## src/rtl/reg_read_stage_pkg.sv

```systemverilog
// Shared types and helpers for the operand-fetch (register read) stage.
//   REG_IDX_W / DATA_W / NUM_REGS : 8 x 16 register file geometry
//   CTRL_W_DEFAULT                : default width of the pass-through control bundle
//   wb_t                          : writeback snoop bundle (write enable, byte lanes, dest, data)
//   byte_merge()                  : overlays the enabled byte lanes of wdata onto d
package reg_read_stage_pkg;
  localparam int REG_IDX_W      = 3;
  localparam int DATA_W         = 16;
  localparam int NUM_REGS       = 8;
  localparam int CTRL_W_DEFAULT = 22;

  typedef logic [REG_IDX_W-1:0] reg_idx_t;
  typedef logic [DATA_W-1:0]    data_t;

  typedef struct packed {
    logic     we;
    logic     hb;
    logic     lb;
    reg_idx_t dest;
    data_t    data;
  } wb_t;

  function automatic data_t byte_merge(data_t d, data_t wdata, logic hb, logic lb);
    data_t r;
    r = d;
    if (hb) r[15:8] = wdata[15:8];
    if (lb) r[7:0]  = wdata[7:0];
    return r;
  endfunction
endpackage

```

## src/rtl/reg_read_stage_if.sv

```systemverilog
// Bus bundle for reg_read_stage: decode-side request, RF read port, writeback snoop,
// flush, and execute-side response.
//   slave  : the stage itself
//   master : the environment (decode + RF + writeback + execute)
interface reg_read_stage_if
  import reg_read_stage_pkg::*;
#(
  parameter int CTRL_W = CTRL_W_DEFAULT
);
  logic              in_valid;
  logic              in_ready;
  logic [CTRL_W-1:0] in_ctrl;
  reg_idx_t          in_srcA;
  reg_idx_t          in_srcB;
  reg_idx_t          rf_addrA;
  reg_idx_t          rf_addrB;
  data_t             rf_dataA;
  data_t             rf_dataB;
  logic              wb_we;
  logic              wb_hb;
  logic              wb_lb;
  reg_idx_t          wb_regDest;
  data_t             wb_dataIn;
  logic              flush;
  logic              out_valid;
  logic              out_ready;
  logic [CTRL_W-1:0] out_ctrl;
  data_t             out_opA;
  data_t             out_opB;

  modport slave (
    input  in_valid, in_ctrl, in_srcA, in_srcB, rf_dataA, rf_dataB,
           wb_we, wb_hb, wb_lb, wb_regDest, wb_dataIn, flush, out_ready,
    output in_ready, rf_addrA, rf_addrB, out_valid, out_ctrl, out_opA, out_opB
  );

  modport master (
    output in_valid, in_ctrl, in_srcA, in_srcB, rf_dataA, rf_dataB,
           wb_we, wb_hb, wb_lb, wb_regDest, wb_dataIn, flush, out_ready,
    input  in_ready, rf_addrA, rf_addrB, out_valid, out_ctrl, out_opA, out_opB
  );
endinterface

```

## src/rtl/reg_read_fwd.sv

```systemverilog
// Writeback forwarding for one operand: if the snooped writeback targets src, the
// enabled byte lanes of the writeback data replace those of d; otherwise d passes.
//   d   : operand value before forwarding
//   src : register index the operand came from
//   wb  : writeback snoop bundle
//   q   : forwarded operand
module reg_read_fwd
  import reg_read_stage_pkg::*;
(
  input  data_t    d,
  input  reg_idx_t src,
  input  wb_t      wb,
  output data_t    q
);
  always_comb begin
    q = d;
    if (wb.we && (wb.dest == src)) q = byte_merge(d, wb.data, wb.hb, wb.lb);
  end
endmodule

```

## src/rtl/reg_read_stage.sv

```systemverilog
// Operand-fetch stage: reads srcA/srcB from the register file, forwards writeback byte
// lanes, and holds one registered instruction for execute with a valid/ready handshake.
// A held (stalled) instruction keeps absorbing matching writebacks so its operands never
// go stale. flush (setPC) kills the held instruction and blocks acceptance that cycle.
//   clk, rst : clock, synchronous active-high reset
//   bus      : reg_read_stage_if.slave (decode in, RF port, writeback snoop, execute out)
// Build option: REG_READ_BYPASS_EN forwards writeback on accept; without it an
// instruction whose source is being written this cycle stalls one cycle and re-reads RF.
module reg_read_stage
  import reg_read_stage_pkg::*;
#(
  parameter int CTRL_W = CTRL_W_DEFAULT
) (
  input  logic             clk,
  input  logic             rst,
  reg_read_stage_if.slave  bus
);
  localparam int NUM_FWD = 4;
  localparam int FWD_A   = 0;  // incoming srcA
  localparam int FWD_B   = 1;  // incoming srcB
  localparam int FWD_HA  = 2;  // held operand A
  localparam int FWD_HB  = 3;  // held operand B

  logic              valid_q, valid_d;
  logic [CTRL_W-1:0] ctrl_q,  ctrl_d;
  data_t             opa_q,   opa_d;
  data_t             opb_q,   opb_d;
  reg_idx_t          srca_q,  srca_d;
  reg_idx_t          srcb_q,  srcb_d;

  wb_t                      wb;
  data_t    [NUM_FWD-1:0]   fwd_d;
  data_t    [NUM_FWD-1:0]   fwd_q;
  reg_idx_t [NUM_FWD-1:0]   fwd_s;
  logic                     raw_stall;
  logic                     in_rdy;
  logic                     accept;

  assign bus.rf_addrA = bus.in_srcA;
  assign bus.rf_addrB = bus.in_srcB;

  always_comb begin
    wb = '{we: bus.wb_we, hb: bus.wb_hb, lb: bus.wb_lb,
           dest: bus.wb_regDest, data: bus.wb_dataIn};
    fwd_d[FWD_A]  = bus.rf_dataA;  fwd_s[FWD_A]  = bus.in_srcA;
    fwd_d[FWD_B]  = bus.rf_dataB;  fwd_s[FWD_B]  = bus.in_srcB;
    fwd_d[FWD_HA] = opa_q;         fwd_s[FWD_HA] = srca_q;
    fwd_d[FWD_HB] = opb_q;         fwd_s[FWD_HB] = srcb_q;
  end

  for (genvar i = 0; i < NUM_FWD; i++) begin : g_fwd
    reg_read_fwd u_fwd (.d(fwd_d[i]), .src(fwd_s[i]), .wb(wb), .q(fwd_q[i]));
  end

`ifdef REG_READ_BYPASS_EN
  assign raw_stall = 1'b0;
`else
  // Hold off a read of a register being written; next cycle the RF holds the new value.
  // Because of this stall the input-side forwarders can never match on an accept, so
  // their outputs equal the raw RF data in this build.
  assign raw_stall = bus.in_valid & bus.wb_we &
                     ((bus.wb_regDest == bus.in_srcA) | (bus.wb_regDest == bus.in_srcB));
`endif

  always_comb begin
    in_rdy = ~rst & ~bus.flush & (~valid_q | bus.out_ready) & ~raw_stall;
    accept = bus.in_valid & in_rdy;
  end

  always_comb begin
    valid_d = valid_q;
    ctrl_d  = ctrl_q;
    opa_d   = opa_q;
    opb_d   = opb_q;
    srca_d  = srca_q;
    srcb_d  = srcb_q;
    if (bus.flush) begin
      valid_d = 1'b0;
    end else if (accept) begin
      valid_d = 1'b1;
      ctrl_d  = bus.in_ctrl;
      opa_d   = fwd_q[FWD_A];
      opb_d   = fwd_q[FWD_B];
      srca_d  = bus.in_srcA;
      srcb_d  = bus.in_srcB;
    end else if (valid_q && bus.out_ready) begin
      valid_d = 1'b0;
    end else if (valid_q) begin
      // Stalled: refresh operands in place from any matching writeback.
      opa_d = fwd_q[FWD_HA];
      opb_d = fwd_q[FWD_HB];
    end
  end

  always_ff @(posedge clk) begin
    if (rst) begin
      valid_q <= 1'b0;
      ctrl_q  <= '0;
      opa_q   <= '0;
      opb_q   <= '0;
      srca_q  <= '0;
      srcb_q  <= '0;
    end else begin
      valid_q <= valid_d;
      ctrl_q  <= ctrl_d;
      opa_q   <= opa_d;
      opb_q   <= opb_d;
      srca_q  <= srca_d;
      srcb_q  <= srcb_d;
    end
  end

  assign bus.in_ready  = in_rdy;
  assign bus.out_valid = valid_q;
  assign bus.out_ctrl  = ctrl_q;
  assign bus.out_opA   = opa_q;
  assign bus.out_opB   = opb_q;
endmodule

```

## src/flat_wrapper.sv

```systemverilog
// flat-port wrapper written by rule: the top's interface ports become plain ports
module reg_read_stage_flat import reg_read_stage_pkg::*;
#(
  parameter int CTRL_W = CTRL_W_DEFAULT
)
  (clk, rst, bus_in_valid, bus_in_ctrl, bus_in_srcA, bus_in_srcB, bus_rf_dataA, bus_rf_dataB, bus_wb_we, bus_wb_hb, bus_wb_lb, bus_wb_regDest, bus_wb_dataIn, bus_flush, bus_out_ready, bus_in_ready, bus_rf_addrA, bus_rf_addrB, bus_out_valid, bus_out_ctrl, bus_out_opA, bus_out_opB);
  reg_read_stage_if #(.CTRL_W(CTRL_W)) bus_i ();
  input  logic clk;
  input  logic rst;
  input wire logic [$bits(bus_i.in_valid)-1:0] bus_in_valid;
  input wire logic [$bits(bus_i.in_ctrl)-1:0] bus_in_ctrl;
  input wire logic [$bits(bus_i.in_srcA)-1:0] bus_in_srcA;
  input wire logic [$bits(bus_i.in_srcB)-1:0] bus_in_srcB;
  input wire logic [$bits(bus_i.rf_dataA)-1:0] bus_rf_dataA;
  input wire logic [$bits(bus_i.rf_dataB)-1:0] bus_rf_dataB;
  input wire logic [$bits(bus_i.wb_we)-1:0] bus_wb_we;
  input wire logic [$bits(bus_i.wb_hb)-1:0] bus_wb_hb;
  input wire logic [$bits(bus_i.wb_lb)-1:0] bus_wb_lb;
  input wire logic [$bits(bus_i.wb_regDest)-1:0] bus_wb_regDest;
  input wire logic [$bits(bus_i.wb_dataIn)-1:0] bus_wb_dataIn;
  input wire logic [$bits(bus_i.flush)-1:0] bus_flush;
  input wire logic [$bits(bus_i.out_ready)-1:0] bus_out_ready;
  output wire logic [$bits(bus_i.in_ready)-1:0] bus_in_ready;
  output wire logic [$bits(bus_i.rf_addrA)-1:0] bus_rf_addrA;
  output wire logic [$bits(bus_i.rf_addrB)-1:0] bus_rf_addrB;
  output wire logic [$bits(bus_i.out_valid)-1:0] bus_out_valid;
  output wire logic [$bits(bus_i.out_ctrl)-1:0] bus_out_ctrl;
  output wire logic [$bits(bus_i.out_opA)-1:0] bus_out_opA;
  output wire logic [$bits(bus_i.out_opB)-1:0] bus_out_opB;
  assign bus_i.in_valid = bus_in_valid;
  assign bus_i.in_ctrl = bus_in_ctrl;
  assign bus_i.in_srcA = bus_in_srcA;
  assign bus_i.in_srcB = bus_in_srcB;
  assign bus_i.rf_dataA = bus_rf_dataA;
  assign bus_i.rf_dataB = bus_rf_dataB;
  assign bus_i.wb_we = bus_wb_we;
  assign bus_i.wb_hb = bus_wb_hb;
  assign bus_i.wb_lb = bus_wb_lb;
  assign bus_i.wb_regDest = bus_wb_regDest;
  assign bus_i.wb_dataIn = bus_wb_dataIn;
  assign bus_i.flush = bus_flush;
  assign bus_i.out_ready = bus_out_ready;
  assign bus_in_ready = bus_i.in_ready;
  assign bus_rf_addrA = bus_i.rf_addrA;
  assign bus_rf_addrB = bus_i.rf_addrB;
  assign bus_out_valid = bus_i.out_valid;
  assign bus_out_ctrl = bus_i.out_ctrl;
  assign bus_out_opA = bus_i.out_opA;
  assign bus_out_opB = bus_i.out_opB;
  reg_read_stage #(.CTRL_W(CTRL_W)) u_core (.clk(clk), .rst(rst), .bus(bus_i));
endmodule
```

## config.mk

```make
export PLATFORM = sky130hd
export DESIGN_NAME = reg_read_stage_flat
export DESIGN_NICKNAME = d
export VERILOG_FILES = /design/src/rtl/reg_read_stage_pkg.sv /design/src/rtl/reg_read_stage_if.sv /design/src/rtl/reg_read_fwd.sv /design/src/rtl/reg_read_stage.sv /design/src/flat_wrapper.sv
export SDC_FILE = /design/constraint.sdc
export NUM_CORES = 1
export LEC_CHECK = 0
export BUFFER_PORTS_ARGS = -buffer_cell sky130_fd_sc_hd__buf_2
export CELL_PAD_IN_SITES_DETAIL_PLACEMENT = 0
export CELL_PAD_IN_SITES_GLOBAL_PLACEMENT = 1
export CORE_AREA = 8 8 106 108
export DETAILED_ROUTE_END_ITERATION = 10
export DIE_AREA = 0 0 114 116
export PLACE_DENSITY = 0.83
export RECOVER_POWER = 100
export SYNTH_ARGS = -nofsm -noshare
export SYNTH_HDL_FRONTEND = slang
export SYNTH_SLANG_ARGS = --single-unit
export TNS_END_PERCENT = 30
```

## constraint.sdc

```tcl
create_clock -name clk -period 3.37 [get_ports clk]
set_input_delay 0.1685 -clock clk [delete_from_list [all_inputs] [get_ports clk]]
set_output_delay 0.1685 -clock clk [all_outputs]
set_load 0.005 [all_outputs]
```

* Word-level counts from Yosys, hierarchy flattened
Index checks and enable logic that the tools add are counted.
Operators by class: equal/unequal tests 5, mux-type cells 18, bitwise operators 12, reductions and logical operators 17
Operators with widths (number):
- 16-bit 2-to-1 mux | 10
- 8-bit 2-to-1 mux | 6
- 5-bit AND reduction | 4
- 3-bit == test | 4
- 2-bit nonzero test | 6
- 1-bit AND | 6
- 1-bit logical AND | 5
- 1-bit NOT | 4
- 1-bit 2-to-1 mux | 2
- 2-bit by 1-bit != test with 1-bit output, second input constant | 1
- 1-bit OR | 2
- 2-bit AND reduction | 1
- 2-bit OR reduction | 1
Storage, ports and cells: bits in registers 61, input bits 87

* Depth between registers and ports, before layout
Gate-level depths: netlist of run 1.
word-level depth 8, mapped depth 7, gate-level depth less buffers 4

* Hierarchy
Synthesis of run 1 repeated with hierarchy kept, for this count alone.
Second synthesis, totals: cell total of the unflattened synthesis 348, area, all modules 3649.8 sq um
By module, submodules not included:
- reg_read_stage | instances 1, cells an instance 256, area each 2623.8 sq um, sequential area each 1221.2 sq um
- reg_read_fwd | instances 4, cells an instance 23, area each 256.5 sq um, sequential area each 0.0 sq um

* Worst setup path after synthesis of run 1
No wires, ideal clock.
kind register -> register, start register u_core.valid_q, in the netlist u_core.bus.out_valid, end register u_core.opb_q[14], in the netlist u_core.bus.out_opB[14], library setup time 88 ps, data arrival time 1304 ps, path slack 1978 ps, cell stages (with the launch flop) 7, cells stage by stage dfxtp_1 nor2b_2 and2_1 clkbuf_1 buf_6 nand3_1 a311oi_2
On the way: cells in the longest elaborated chain, start to end 7
RTL lines:
- from (decl) | RTL line reg_read_stage.sv:24 | logic valid_q, valid_d;
- from (signal assigned) | RTL line reg_read_stage.sv:104 | valid_q <= valid_d;
- 1-bit NOT | RTL line reg_read_stage.sv:66 | in_rdy = ~rst & ~bus.flush & (~valid_q | bus.out_ready) & ~raw_stall;
- 1-bit OR | RTL line reg_read_stage.sv:66
- 1-bit AND (2 in series) | RTL line reg_read_stage.sv:66
- 1-bit AND | RTL line reg_read_stage.sv:67 | accept = bus.in_valid & in_rdy;
- 2-bit by 1-bit != test with 1-bit output (no line) / 2-bit nonzero test (equally long branches)
- 5-bit AND reduction (no line)
- to (signal assigned) | RTL line reg_read_stage.sv:107 | opb_q <= opb_d;
- to (decl) | RTL line reg_read_stage.sv:27 | data_t opb_q, opb_d;
Several ways; a longest one is shown, not always the timed one. A chain may end at the register's enable or synchronous reset.

* Worst setup path after layout of run 1
start register u_core.valid_q, in the netlist u_core.bus.out_valid, end register u_core.opb_q[1], in the netlist u_core.bus.out_opB[1]
Same word-level chain as after synthesis.

==> results.py, run 1 <==
metrics = {
    "run_status": {
        "status": "complete, but fails checks",
        "failed_checks": "capacitance limit, slew limit",
    },
    "placement": {
        "dp_hpwl_mm": 8.52,
        "place_ws_ns": 1.38,
        "gp_congestion": 0.828,
        "numPortBuffers": 148,
    },
    "power": {
        "p_total_mw": 1.75,
        "p_leak_nw": 1.45,
        "ir_drop_v": 0.000182,
        "p_per_area_nw_per_um2": 415,
    },
    "worst_setup_path": {
        "worst_path_max_delay_cell": "clkbuf_1",
        "r2r_slack_ns": 0.97,
        "crit_required_ns": 3.50,
        "start_kind": "flip-flop",
        "cpLargestDelayFamily": "buffers and inverters",
        "cp_max_fo": 33,
        "path_class": "flip-flop to flip-flop",
        "critical-path-max-stage-delay_ns": 1.18,
        "r2r-end": "u_core.bus.out_opB[1]$_SDFFE_PP0P_",
        "cp-end-kind": "flip-flop",
        "cp_num_buf_inv": 1,
        "reg2regPathDepth": 5,
        "rr_startpoint": "u_core.bus.out_valid$_SDFFE_PP0P_",
        "arrival_ns": 2.53,
        "worstPathCellList": "nand2b_1, and3_1, nand3_1, clkbuf_1, a311oi_1",
    },
    "floorplan": {
        "die_area_sq_um": 13200,
        "pin_count": 149,
        "std_cell_rows": 36,
        "core-area_sq_um": 9550,
        "start_util_pct": 37.4,
        "dieWidth_um": 114,
        "die_h_um": 116,
    },
    "synth": {
        "ys_warn_count": 0,
        "synth_edf_count": 0,
        "async_flop_share_pct": 0,
        "syn_avg_cell_area_sq_um": 9.74,
        "synth_fp_nets": 454,
        "synth-seq-cells": 61,
        "syn_area_sq_um": 3570,
        "synthCells": 367,
        "ys_seq_area_share_pct": 34.2,
        "synth_cell_types": 30,
        "synthFlopType": "dfxtp_1",
    },
    "sta": {
        "finalHoldViolCount": 0,
        "fmax_ghz": 0.416,
        "finalCritPeriodShare_pct": 71.3,
        "slew_viol_final": 34,
        "tns_ns": 0,
        "finClkSkew_ns": 0.00970,
        "rsz0062_at_grt": "false",
        "slew_headroom_pct": -8.99,
        "finalCriticalPeriod_ns": 2.40,
        "max_slew.worst_pin.slew_ns": 1.63,
        "setup-violations-final": 0,
        "hold_ws_ns": 0.0811,
        "fin_ws_ns": 0.969,
    },
    "cells_and_area": {
        "syn_to_final_growth_pct": 18.0,
        "layout_common_cells": "buf_2 (102), dfxtp_1 (61), clkbuf_1 (49)",
        "layout_commonest_cell": "buf_2",
        "finalNetCount": 562,
        "drive_above_1_share_pct": 35.4,
    },
    "drt": {
        "drtAntennaViolNets": 0,
        "drtIter0Drc": 207,
        "wire_per_inst_um": 20.1,
        "drtPass1Iterations": 5,
        "route.detailed.drc": 0,
        "num_vias": 3562,
        "viasPerCell": 5.80,
        "drt_wl_total_mm": 12.3,
    },
    "hold_path": {
        "min_from": "bus_in_ctrl[15]",
        "holdPathEnd": "u_core.bus.out_ctrl[15]$_SDFFE_PP0P_",
        "hold_class": "input port to flip-flop",
        "min_delay_path_depth": 3,
    },
    "job": {
        "max_cap_viol_count": 1,
    },
    "clocking": {
        "postCtsSetupBuffers": 0,
        "clkLatencyLatePin_ns": 0.33,
        "post_cts_resized": 0,
        "cts_hold_buf": 0,
        "cts.htree.levels": 3,
        "clock_sinks": 61,
        "clkTransAtPathRegs_ns": 0.07,
        "cts_tree": "built",
        "clockBufferDepth": 2,
        "cts_made_buffers": 9,
        "root_buffer": "clkbuf_8",
    },
    "global_route": {
        "grt_max_degree": 61,
        "grt_pass1_wl_mm": 19.3,
        "grt_use_total_pct": 18.3,
        "grt_pass1_vias": 3621,
        "overflow": 0,
        "antenna_found_initial": 1,
    },
}
==> sequential cells by signal (all words and copies together) (netlist names) <==
register              cells
u_core.bus.out_ctrl      22
u_core.bus.out_valid      1
u_core.bus.out_opB       16
u_core.srca_q             3
u_core.bus.out_opA       16
u_core.srcb_q             3
==> layer usage <==
metal	track usage, %	part of all wire (%)	vias up
li1	-	-	1656
met3	5.58	8.3	15
met5	0	0	-
met1	23.1	44	1719
met4	6.12	1.9	0
met2	29.1	46	172
==> logic make-up after synthesis <==
kind of cell / Yosys count / share of synthesized area [%]
AO/OA/AOI/OAI: 122 / 22.8
AND/OR/NAND/NOR: 112 / 24.5
flip-flops: 61 / 34.2
buffers and inverters: 60 / 13.7
XOR/XNOR: 12 / 4.83
==> stage by stage <==
stage	area [sq um]	utilization, %	instances
after floorplan	3570	-	367
after global placement	4080	42.7	597
after detailed placement	4080	42.7	597
after CTS	4280	44.8	613
after global routing	4220	44.1	614
final	4220	44.1	614
==> worst max path at each step <==
stage	start	to	slack (ns)	depth (start not counted)
after floorplan	u_core.bus.out_valid$_SDFFE_PP0P_	u_core.bus.out_opB[14]$_SDFFE_PP0P_	1.98	6
after global placement	rst	u_core.bus.out_ctrl[17]$_SDFFE_PP0P_	1.44	5
after detailed placement	rst	u_core.bus.out_ctrl[16]$_SDFFE_PP0P_	1.38	5
after CTS	u_core.bus.out_valid$_SDFFE_PP0P_	u_core.bus.out_ctrl[6]$_SDFFE_PP0P_	1.38	4
after global routing	u_core.bus.out_valid$_SDFFE_PP0P_	u_core.bus.out_valid$_SDFFE_PP0P_	0.72	5
final	u_core.bus.out_valid$_SDFFE_PP0P_	u_core.bus.out_opB[1]$_SDFFE_PP0P_	0.97	5
==> power breakdown <==
group	leakage (nW)	internal, mW	switching (mW)
logic	0.851	0.110	0.162
registers	0.497	0.754	0.0184
clock network	0.107	0.414	0.290
==> worst reg2reg max path, cell delays in order, from the launching register on <==
cell,delay (ns)
dfxtp_1,0.36
nand2b_1,0.13
and3_1,0.21
nand3_1,0.08
clkbuf_1,1.18
a311oi_1,0.25
==> Yosys cell counts (3+ instances only) <==
| cell | instances | share of area, % |
|---|---|---|
| a21oi_1 | 28 | 3.9 |
| dfxtp_1 | 61 | 34 |
| buf_2 | 19 | 2.7 |
| xnor2_1 | 3 | 0.74 |
| buf_8 | 4 | 1.7 |
| o31ai_1 | 28 | 5.9 |
| xnor2_2 | 9 | 4.1 |
| and4_1 | 4 | 0.98 |
| nand3_1 | 34 | 4.8 |
| o21ai_0 | 33 | 4.6 |
| clkbuf_1 | 12 | 1.3 |
| nand4_1 | 31 | 5.4 |
| nor4_2 | 30 | 11 |
| buf_4 | 6 | 1.3 |
| buf_6 | 14 | 4.4 |
| buf_12 | 4 | 2.2 |
| a311oi_1 | 30 | 7.4 |
==> cell type report <==
| type | count | area [sq um] |
|---|---|---|
| Fill cell | 1021 | 5330 |
| Timing Repair Buffer | 157 | 747 |
| Antenna cell | 1 | 2.50 |
| Multi-Input combinational cell | 246 | 1870 |
| Tap cell | 133 | 166 |
| Clock buffer | 11 | 131 |
| Sequential cell | 61 | 1220 |
| Clock inverter | 5 | 75.1 |
Note: power is estimated with default switching activity, not from simulation.
==> inputs of run 2 (changes only) <==
- CORE_AREA: 8 8 106 108 -> 8 8 109 111
- DIE_AREA: 0 0 114 116 -> 0 0 117 119
- PLACE_DENSITY: 0.83 -> 0.78
- clock period: 3.37 -> 2.4 ns (I/O delays scaled with it)
==> run 2 against run 1 <==
  * The run now ends clean
  * Global-route usage shrank 0.96 points
  * Flip-flop and latch count stayed put
  * Critical path type unchanged
  * Cell count rose by 0.33%
  * Via count shrank 3.3%
  * Critical endpoint is now u_core.bus.out_opB[7]$_SDFFE_PP0P_
  * Critical path depth is the same
==> results.py, run 2 (same netlist as run 1, synthesis figures left out) <==
metrics = {
    "drt": {
        "viasPerCell": 5.59,
        "num_vias": 3446,
        "drtIter0Drc": 252,
        "route.detailed.drc": 0,
        "drt_wl_total_mm": 12.2,
        "wire_per_inst_um": 19.8,
        "drtPass1Iterations": 4,
        "drtAntennaViolNets": 0,
    },
    "floorplan": {
        "dieWidth_um": 117,
        "start_util_pct": 35.4,
        "die_area_sq_um": 13900,
        "core-area_sq_um": 10100,
        "pin_count": 149,
        "std_cell_rows": 37,
        "die_h_um": 119,
    },
    "cells_and_area": {
        "layout_commonest_cell": "buf_2",
        "n_antenna_cell": 0,
        "largest_reg_flops": 22,
        "layout_common_cells": "buf_2 (110), dfxtp_1 (61), clkbuf_1 (38)",
        "syn_to_final_growth_pct": 14.5,
        "finalNetCount": 564,
        "fillers": 1112,
        "drive_above_1_share_pct": 31.3,
    },
    "power": {
        "p_per_area_nw_per_um2": 586,
        "p_total_mw": 2.40,
        "ir_drop_v": 0.000241,
        "p_leak_nw": 1.49,
    },
    "worst_setup_path": {
        "r2r_slack_ns": 0.39,
        "path_class": "flip-flop to flip-flop",
        "cp_max_fo": 44,
        "cp-end-kind": "flip-flop",
        "arrival_ns": 2.18,
        "crit_required_ns": 2.57,
        "start_kind": "flip-flop",
        "reg2regPathDepth": 5,
    },
    "hold_path": {
        "hold_class": "input port to flip-flop",
        "min_delay_path_depth": 3,
    },
    "sta": {
        "fmax_ghz": 0.497,
        "fin_ws_ns": 0.388,
        "slew_viol_final": 0,
        "max_slew.worst_pin.slew_ns": 0.952,
        "slew_headroom_pct": 36.6,
        "finalCritPeriodShare_pct": 83.8,
        "hold_ws_ns": 0.0382,
        "finalCriticalPeriod_ns": 2.01,
        "rsz0062_at_grt": "false",
        "tns_ns": 0,
        "finalHoldViolCount": 0,
        "setup-violations-final": 0,
        "finClkSkew_ns": 0.00885,
    },
    "global_route": {
        "antenna_found_initial": 3,
        "grt_use_total_pct": 17.3,
        "grt_pass1_wl_mm": 19.1,
        "overflow": 0,
        "grt_pass1_vias": 3619,
        "grt_max_degree": 61,
    },
    "clocking": {
        "clock_sinks": 61,
        "post_cts_resized": 0,
        "root_buffer": "clkbuf_8",
        "cts_tree": "built",
        "clkLatencyLatePin_ns": 0.33,
        "cts_made_buffers": 9,
        "clkTransAtPathRegs_ns": 0.07,
        "cts_hold_buf": 0,
        "clockBufferDepth": 2,
        "cts.htree.levels": 3,
        "postCtsSetupBuffers": 0,
    },
    "run_status": {
        "status": "complete, no violations",
    },
    "placement": {
        "numPortBuffers": 148,
        "place_ws_ns": 0.628,
        "dp_hpwl_mm": 8.75,
        "gp_congestion": 0.811,
    },
    "job": {
        "max_cap_viol_count": 0,
    },
}
[run 2: cell count changes in the layout (fill, tap and decap cells not counted), moves of 2 or more]
cell and change:
nor4_1 +30, clkbuf_1 -11, buf_2 +8, clkbuf_8 +3, clkinv_2 -3, buf_4 -2
buf_12 +4, nor4_2 -30
[run 2: final timing paths]
kind,startpoint,endpoint
worst max-delay path,u_core.bus.out_valid$_SDFFE_PP0P_,u_core.bus.out_opB[7]$_SDFFE_PP0P_
worst min register to register,u_core.bus.out_ctrl[0]$_SDFFE_PP0P_,u_core.bus.out_ctrl[0]$_SDFFE_PP0P_
worst max register to register,u_core.bus.out_valid$_SDFFE_PP0P_,u_core.bus.out_opB[7]$_SDFFE_PP0P_
worst min-delay path,bus_in_ctrl[17],u_core.bus.out_ctrl[17]$_SDFFE_PP0P_
[run 2: critical path: stages, from the launching register on]
cell,delay [ns]
dfxtp_1,0.33
nand2b_1,0.11
nand3_1,0.56
buf_12,0.43
nor4_1,0.32
a311oi_2,0.08
[run 2: layout make-up]
cell class	count	area, sq um	share of cell area (%)
tap	136	170	4.16
timing repair buffer	159	823	20.1
sequential	61	1220	29.8
clock inverter	1	30.0	0.734
clock buffer	13	169	4.13
multi-input combinational	246	1680	41.0
[run 2: per-stage QoR]
| stage | instances | util, % | cell area (sq um) |
|---|---|---|---|
| detailed placement | 602 | 41.1 | 4140 |
| global route | 616 | 40.5 | 4090 |
| floorplan | 367 | - | 3570 |
| CTS | 616 | 43.0 | 4340 |
| finish | 616 | 40.5 | 4090 |
| global placement | 602 | 41.1 | 4140 |
[run 2: power by group]
group	switching [mW]	internal (mW)
Combinational	0.211	0.159
Sequential	0.0258	1.06
Clock	0.387	0.555
Total	0.623	1.77
[run 2: routing by layer]
layer  vias up  share of wire [%]  global-route usage, %
met3        17                9.5                   5.76
met1      1623                 41                   21.9
met5         -               0.29                      0
met4         6                1.6                   4.08
li1       1661                  -                      -
met2       139                 48                   27.7
